==> config.mk <==
export PLATFORM = sky130hd
export DESIGN_NAME = sa_drain_ctrl
export DESIGN_NICKNAME = d
export VERILOG_FILES = /design/src/rtl/sa_drain_ctrl.sv
export SDC_FILE = /design/constraint.sdc
export NUM_CORES = 1
export LEC_CHECK = 0
export CORE_ASPECT_RATIO = 0.7
export CORE_MARGIN = 2
export CORE_UTILIZATION = 50
export CTS_CLUSTER_DIAMETER = 120
export CTS_CLUSTER_SIZE = 28
export DETAILED_ROUTE_END_ITERATION = 10
export DONT_BUFFER_PORTS = 1
export PLACE_DENSITY_LB_ADDON = 0.05
export SKIP_CTS_REPAIR_TIMING = 1
export SYNTH_ARGS = -nofsm -noshare
export SYNTH_HDL_FRONTEND = slang
export SYNTH_SLANG_ARGS = --single-unit
==> constraint.sdc <==
create_clock -name clk -period 6.9 [get_ports clk]
set_input_delay 0.345 -clock clk [delete_from_list [all_inputs] [get_ports clk]]
set_output_delay 0.345 -clock clk [all_outputs]
set_load 0.1 [all_outputs]
==> src/rtl/sa_drain_ctrl.sv <==
// Drain sequencer for systolic-array partial sums through the triangular deskew stage.
// Issues rows under downstream credit control and tags each aligned output row.
module sa_drain_ctrl #(
  parameter int N_SIZE    = 16,
  parameter int ROW_CNT_W = 8,
  parameter int CREDITS   = 4,
  parameter int CRED_W    = $clog2(CREDITS + 1)
) (
  input  logic                 clk,
  input  logic                 rst,
  input  logic                 start,
  input  logic [ROW_CNT_W-1:0] num_rows,
  input  logic                 credit_return,
  output logic                 drain_en,
  output logic                 out_valid,
  output logic [ROW_CNT_W-1:0] out_row_idx,
  output logic                 out_first,
  output logic                 out_last,
  output logic                 busy,
  output logic                 done,
  output logic                 err_credit_ovf
);

  localparam int LAT = N_SIZE - 1;

  localparam logic [1:0] S_IDLE  = 2'd0;
  localparam logic [1:0] S_DRAIN = 2'd1;
  localparam logic [1:0] S_FLUSH = 2'd2;
  localparam logic [1:0] S_DONE  = 2'd3;

  localparam logic [CRED_W-1:0]    CRED_MAX = CRED_W'(CREDITS);
  localparam logic [CRED_W-1:0]    CRED_ONE = CRED_W'(1);
  localparam logic [ROW_CNT_W-1:0] ROW_ONE  = ROW_CNT_W'(1);

  logic [1:0]           state_q, state_d;
  logic [ROW_CNT_W-1:0] rows_q, rows_d;
  logic [ROW_CNT_W-1:0] issued_q, issued_d;
  logic [ROW_CNT_W-1:0] out_cnt_q, out_cnt_d;
  logic [CRED_W-1:0]    credits_q, credits_d;
  logic [LAT-1:0]       vld_pipe_q, vld_pipe_d;
  logic                 err_q, err_d;

  logic issue;
  logic last_row;

  assign issue    = (state_q == S_DRAIN) && (credits_q != '0) && (issued_q != rows_q);
  assign last_row = (out_cnt_q == rows_q - ROW_ONE);

  assign drain_en       = issue;
  assign out_valid      = vld_pipe_q[LAT-1];
  assign out_row_idx    = out_valid ? out_cnt_q : '0;
  assign out_first      = out_valid && (out_cnt_q == '0);
  assign out_last       = out_valid && last_row;
  assign busy           = (state_q != S_IDLE);
  assign done           = (state_q == S_DONE);
  assign err_credit_ovf = err_q;

  // NOTE: every signal driven here gets a default first so no path leaves it unassigned (no latch).
  always_comb begin
    state_d   = state_q;
    rows_d    = rows_q;
    issued_d  = issued_q;
    out_cnt_d = out_cnt_q;

    if (out_valid) begin
      out_cnt_d = out_cnt_q + ROW_ONE;
    end

    case (state_q)
      S_IDLE: begin
        if (start) begin
          if (num_rows == '0) begin
            state_d = S_DONE;
          end else begin
            state_d   = S_DRAIN;
            rows_d    = num_rows;
            issued_d  = '0;
            out_cnt_d = '0;
          end
        end
      end
      S_DRAIN: begin
        if (issue) begin
          issued_d = issued_q + ROW_ONE;
          if (issued_q + ROW_ONE == rows_q) begin
            state_d = S_FLUSH;
          end
        end
      end
      S_FLUSH: begin
        // The last aligned row leaving the deskew stage means the pipe is empty next cycle.
        if (out_valid && last_row) begin
          state_d = S_DONE;
        end
      end
      S_DONE:  state_d = S_IDLE;
      default: state_d = S_IDLE;
    endcase
  end

  // A coincident issue and return cancel out; a lone return at full count is an overflow.
  always_comb begin
    credits_d = credits_q;
    err_d     = err_q;
    if (issue && !credit_return) begin
      credits_d = credits_q - CRED_ONE;
    end else if (!issue && credit_return) begin
      if (credits_q == CRED_MAX) begin
        err_d = 1'b1;
      end else begin
        credits_d = credits_q + CRED_ONE;
      end
    end
  end

  always_comb begin
    vld_pipe_d    = '0;
    vld_pipe_d[0] = issue;
    for (int i = 1; i < LAT; i++) begin
      vld_pipe_d[i] = vld_pipe_q[i-1];
    end
  end

  // NOTE: sequential state uses non-blocking assignments so all flops update from pre-edge values.
  always_ff @(posedge clk or posedge rst) begin
    if (rst) begin
      state_q    <= S_IDLE;
      rows_q     <= '0;
      issued_q   <= '0;
      out_cnt_q  <= '0;
      credits_q  <= CRED_MAX;
      // NOTE: the valid shift register is reset so rows in flight at reset never surface.
      vld_pipe_q <= '0;
      err_q      <= 1'b0;
    end else begin
      state_q    <= state_d;
      rows_q     <= rows_d;
      issued_q   <= issued_d;
      out_cnt_q  <= out_cnt_d;
      credits_q  <= credits_d;
      vld_pipe_q <= vld_pipe_d;
      err_q      <= err_d;
    end
  end

endmodule

==> results of run 1 <==
[layout make-up]
type / instances / area, sq um / share of cell area [%]
clock buffer: 5 / 68.8 / 2.47
clock inverter: 3 / 47.5 / 1.70
inverter: 19 / 71.3 / 2.56
multi-input combinational: 187 / 1380 / 49.4
sequential: 45 / 1130 / 40.4
tap: 72 / 90.1 / 3.23
timing repair buffer: 1 / 7.51 / 0.269
[sequential cells by signal (all words and copies together), names as in the netlist]
signal / count
state_q: 2
rows_q: 8
credits_q: 3
issued_q: 8
err_credit_ovf: 1
vld_pipe_q: 15
out_cnt_q: 8
[worst max-delay path, stage by stage (launching register included)]
cell and delay [ns]:
dfrtp_1 0.41, inv_1 0.12, ha_1 0.45, o311ai_4 0.20, inv_1 0.68, ha_1 0.36
inv_1 0.10, fa_1 0.42, nor3_1 0.19, a21oi_1 0.06, o21ai_0 0.15, o31ai_1 0.09
[metrics by stage]
| stage | utilization, % | cells | worst slack [ns] | cell area (sq um) | total power (uW) |
|---|---|---|---|---|---|
| finish | 53.9 | 332 | 3.59 | 2790 | 1410 |
| detailed placement | 51.7 | 324 | 3.63 | 2670 | 1200 |
| CTS | 53.9 | 332 | 3.61 | 2790 | 1420 |
| floorplan | - | 265 | 3.58 | 2650 | 1100 |
| global placement | 51.7 | 324 | 3.70 | 2670 | 1200 |
| global route | 53.9 | 332 | 3.20 | 2790 | 1530 |
[power breakdown]
group          total [uW]  internal (uW)  switching (uW)
Clock                 208            111            97.9
Combinational         684            236             448
Sequential            515            367             149
Total                1410            713             695
[synth_stat cells, types with 2 or more instances]
| master | instances |
|---|---|
| nand4_1 | 4 |
| o21ai_0 | 14 |
| a31oi_1 | 4 |
| or3_1 | 3 |
| nand3_1 | 8 |
| a31o_2 | 2 |
| o31ai_1 | 4 |
| ha_1 | 12 |
| a22o_1 | 4 |
| nand2_1 | 15 |
| xnor2_1 | 12 |
| nor2b_1 | 3 |
| dfrtp_1 | 44 |
| mux2_2 | 6 |
| and2_1 | 7 |
| and4_1 | 3 |
| buf_4 | 2 |
| nand2b_1 | 6 |
| inv_1 | 19 |
| nor3_1 | 6 |
| buf_6 | 2 |
| a211oi_1 | 2 |
| nor4_1 | 2 |
| a21oi_1 | 7 |
| xor2_1 | 14 |
| mux2i_1 | 2 |
| or2_2 | 2 |
| and3_1 | 5 |
| nor2_1 | 17 |
| clkbuf_1 | 2 |
| buf_2 | 8 |
[routing by layer]
| layer | track usage [%] | wire, microns |
|---|---|---|
| met1 | 31.7 | 2910 |
| met2 | 24.4 | 2010 |
| met3 | 5.58 | 288 |
| met4 | 7.01 | 96 |
| met5 | 0 | 0 |
[worst max-delay path by stage]
stage / endpoint / slack (ns)
5_1_grt: credits_q[2] / 3.20
3_5_place_dp: credits_q[2] / 3.63
2_1_floorplan: state_q[1] / 3.58
4_1_cts: credits_q[2] / 3.61
6_report: credits_q[2] / 3.59
3_3_place_gp: credits_q[2] / 3.70
[cell families (layout without fill, tap and decap cells)]
group           count (synthesis)  count (layout)  share of synthesized area, %
fa+ha+maj                      13              13                          6.41
buf+inv                        33              28                          5.89
simple gates                   87              87                          18.1
mux                             8               8                          3.30
flops                          45              45                          42.5
compound gates                 53              53                          15.2
xor+xnor                       26              26                          8.58
==> metrics.txt, run 1 <==
synth warn=0; CTS tree=done; CP Launch Type=register; Die H=65.0 microns; relative slew slack=24.5%; initial core utilization=51.3%; Hold Violations, Final=0; Top FF cell, synth=dfrtp_1; Post-synth EDFFs=0; Yosys reg bits=45; RR Endpoint=credits_q[2]; Worst-path clk slew=0.09 ns; grt ovf=0; DR pass1 iterations=4; initial antenna violation count=0; largest net degree at the start of global routing=46; Total Wirelength=5.30 mm; Static Leak=0.00121 uW; CP max FO=10; first-pass GRT wire length=9.00 mm; r2r startpoint=state_q[1]; power per standard cell area=505 nW/um^2; vias in the first global route=1,748; Max-Cap Viols=0; Tcrit/Tclk final=47.9%; share of post-route cells with drive strength above 1=10.4%; Min Clock Period, post-route=3.31 ns; top cell type's share of synthesized area=41.5%; Root Driver=clkbuf_8; WHS=0.122 ns; asr flop ratio synth=100%; most frequent cells in the layout=dfrtp_1, inv_1, nor2_1; CP endpoint kind=register; clock skew=0.00492 ns; register area share after synthesis=42.5%; crit path from=state_q[1]; Worst Path Arrival=3.54 ns; Die Area=5920 sq um; H-tree depth=2; Vias/cell=5.54; Avg Cell Area, Syn=10.0 sq um; Area Growth Syn to Fin=5.14%; DRT iter0 DRCs=162; antenna viol nets, final=0; commonest non-fill, non-tap cell in the layout=dfrtp_1; total CTS buffers=5; std cell rows=22; Final Max Slew Viols=0; n_diodes=0; Nets=284; worst ir drop on vdd=0.000345 V; Chip Width=91.1 microns; Mapped Cells=265; R2R Setup Slk=3.59 ns; final setup fails=0; Post-DP HPWL=3.86 mm; Syn Nets=290; vias after detailed routing=1,840; Clock Path Buffers=2; WS Path Type=reg2reg; clk_lat worst skew=0.30 ns; Worst Reg-to-Reg Cells=11; Synth Cell Area=2650 sq um; HP Class=in2async; port bufs=0; Tot GR Track Use=19.7%; Core ar.=5170 sq um; Tightest Pin Transition=1.13 ns; Max Freq=0.302 GHz; I/O pin cnt=27; CP Data Required Time=7.14 ns; status=finished clean; Sum Neg Setup Slack=0 ns; Remaining DRCs=0; Fillers=499; Synth cell types=55; top cells by area, synth=dfrtp_1, ha_1, xor2_1; RSZ-0062 raised after global routing=no; Final GP Congestion=0.819; cell taking the most area after synthesis=dfrtp_1; WL per Instance=16.0 microns; CTS sink cnt=45
Power figures use the tool's default switching activity.
==> run 2, diff against run 1 <==
- clock period: 6.9 -> 3.4 ns (I/O delays scaled with it)
==> metrics.txt, run 2 (synthesis gave the netlist of run 1 again) <==
status=finished with violations; failing checks=hold timing; std cell rows=22 (unchanged); commonest non-fill, non-tap cell in the layout=dfrtp_1; Tcrit/Tclk final=75.6% (+28 points); Chip Width=91.1 microns (unchanged); max reg flops=15 (unchanged); Core ar.=5170 sq um (unchanged); r2r startpoint=rows_q[0]; Worst Path Arrival=2.75 ns (-0.79 ns); Psw=1420 uW (+100%); Hold Violations, Final=44 (+44); Final Max Slew Viols=0 (unchanged); Nets=298 (+4.9%); Die Area=5920 sq um (unchanged); Total Wirelength=5.33 mm (+0.55%); CP endpoint kind=register; Static Leak=0.00129 uW (+6.0%); power per standard cell area=1000 nW/um^2 (+99%); largest net degree at the start of global routing=46 (unchanged); RR Endpoint=state_q[1]; Multi-input gate area=1380 sq um (unchanged); clock skew=0.00746 ns (+0.00254 ns); Place WS=0.851 ns (-2.78 ns); CP Launch Type=register; Combinational Power Share=49.5% (+0.9 points); DR pass1 iterations=5 (+1); H-tree depth=2 (unchanged); Tot GR Track Use=19.6% (-0.17 points); WHS=-0.0476 ns (-0.169 ns); Min Clock Period, post-route=2.57 ns (-0.736 ns); grt ovf=0 (unchanged); Area Growth Syn to Fin=9.38%; I/O pin cnt=27 (unchanged); Max-Cap Viols=0 (unchanged); RSZ-0062 raised after global routing=no; power share of the clock group=14.5% (-0.3 points); most frequent cells in the layout=dfrtp_1, inv_1, nor2_1; antenna viol nets, final=0 (unchanged); final worst slack=0.830 ns (-2.76 ns); Sequential Power Share=36.0% (-0.6 points); Die H=65.0 microns (unchanged); CP max FO=7 (-3); final instance area=2900 sq um (+4.0%); Cell Area, Placed=2760 sq um (+3.4%); Root Driver=clkbuf_8; Seq. cell area=1130 sq um (unchanged); n_diodes=0 (unchanged); relative slew slack=36.3% (+12 points); Sum Neg Setup Slack=0 ns (unchanged); DRT iter0 DRCs=176 (+8.6%); port bufs=0 (unchanged); Int Power=1500 uW (+110%); Worst Reg-to-Reg Cells=9 (-2); vias after detailed routing=1,880 (+2.2%); Post-DP HPWL=3.93 mm (+1.9%); Worst-path clk slew=0.09 ns (about the same); Tightest Pin Transition=0.946 ns (-0.183 ns); Remaining DRCs=0 (unchanged); initial antenna violation count=0 (unchanged); Fillers=488 (-2.2%); Clock Path Buffers=2 (unchanged); worst ir drop on vdd=0.000817 V (+140%); vias in the first global route=1,765 (+0.97%); Final GP Congestion=0.802 (-2.1%); switching share of power=48.7% (-0.68 points); R2R Setup Slk=0.83 ns (-2.76 ns); Vias/cell=5.43 (-2.0%); Most flops, register=vld_pipe_q; CTS tree=done; total CTS buffers=5 (unchanged); CP Data Required Time=3.58 ns (-3.56 ns); first-pass GRT wire length=9.07 mm (+0.77%); HP Class=in2async; clk_lat worst skew=0.30 ns (about the same); share of post-route cells with drive strength above 1=14.2% (+3.8 points); CTS sink cnt=45 (unchanged); final setup fails=0 (unchanged); WS Path Type=reg2reg; initial core utilization=51.3% (unchanged); WL per Instance=15.4 microns (-3.5%); Max Freq=0.389 GHz (+29%)
==> run 2: cell count changes in the layout (fill, tap and decap cells not counted), sizes merged <==
cell and change:
inv -1, buf +12, dlygate4sd3 +2, clkinv +1
==> run 2: area by class of cell <==
cell class | count | share of cell area, %
Tap cell | 72 | 3.10
Sequential cell | 45 | 38.8
Timing Repair Buffer | 15 | 4.05
Clock buffer | 5 | 2.37
Inverter | 19 | 2.46
Multi-Input combinational cell | 187 | 47.5
Clock inverter | 3 | 1.72
==> run 2: worst max-delay path, cell delays in order (launching register included) <==
cell	delay [ns]
dfrtp_1	0.47
inv_1	0.12
ha_1	0.29
or2b_1	0.27
o211a_1	0.21
o31a_1	0.26
a211oi_4	0.15
buf_4	0.33
o2111ai_1	0.21
mux2i_1	0.16
==> run 2: power by group through the flow <==
stage          Clock (uW)  Combinational, uW  Sequential [uW]
2_1_floorplan           0               1290              945
3_3_place_gp            0               1440             1050
3_5_place_dp            0               1440             1050
4_1_cts               436               1450             1050
5_1_grt               455               1590             1080
6_report              423               1440             1050
==> run 2: stage by stage <==
stage / total power, uW / std cells / utilization, %
after floorplan: 2230 / 265 / -
after global placement: 2490 / 336 / 53.4
after detailed placement: 2490 / 336 / 53.4
after CTS: 2930 / 344 / 55.7
after global routing: 3130 / 346 / 56.1
final: 2910 / 346 / 56.1
==> run 2: worst max path at each step <==
stage / from / to / slack [ns] / cells after the start
2_1_floorplan: rows_q[0] / state_q[1] / 0.08 / 9
3_3_place_gp: rows_q[0] / state_q[1] / 0.94 / 9
3_5_place_dp: rows_q[0] / state_q[1] / 0.85 / 9
4_1_cts: rows_q[0] / out_last / 0.81 / 7
5_1_grt: issued_q[4] / credits_q[2] / 0.60 / 11
6_report: rows_q[0] / state_q[1] / 0.83 / 9
==> run 2: layer usage <==
| metal | vias up | GRT usage, % | wire [microns] |
|---|---|---|---|
| met5 | - | 0 | 0 |
| li1 | 939 | - | - |
| met3 | 2 | 5.12 | 250 |
| met1 | 906 | 31.6 | 3020 |
| met2 | 33 | 25.9 | 2040 |
| met4 | 0 | 3.41 | 19 |
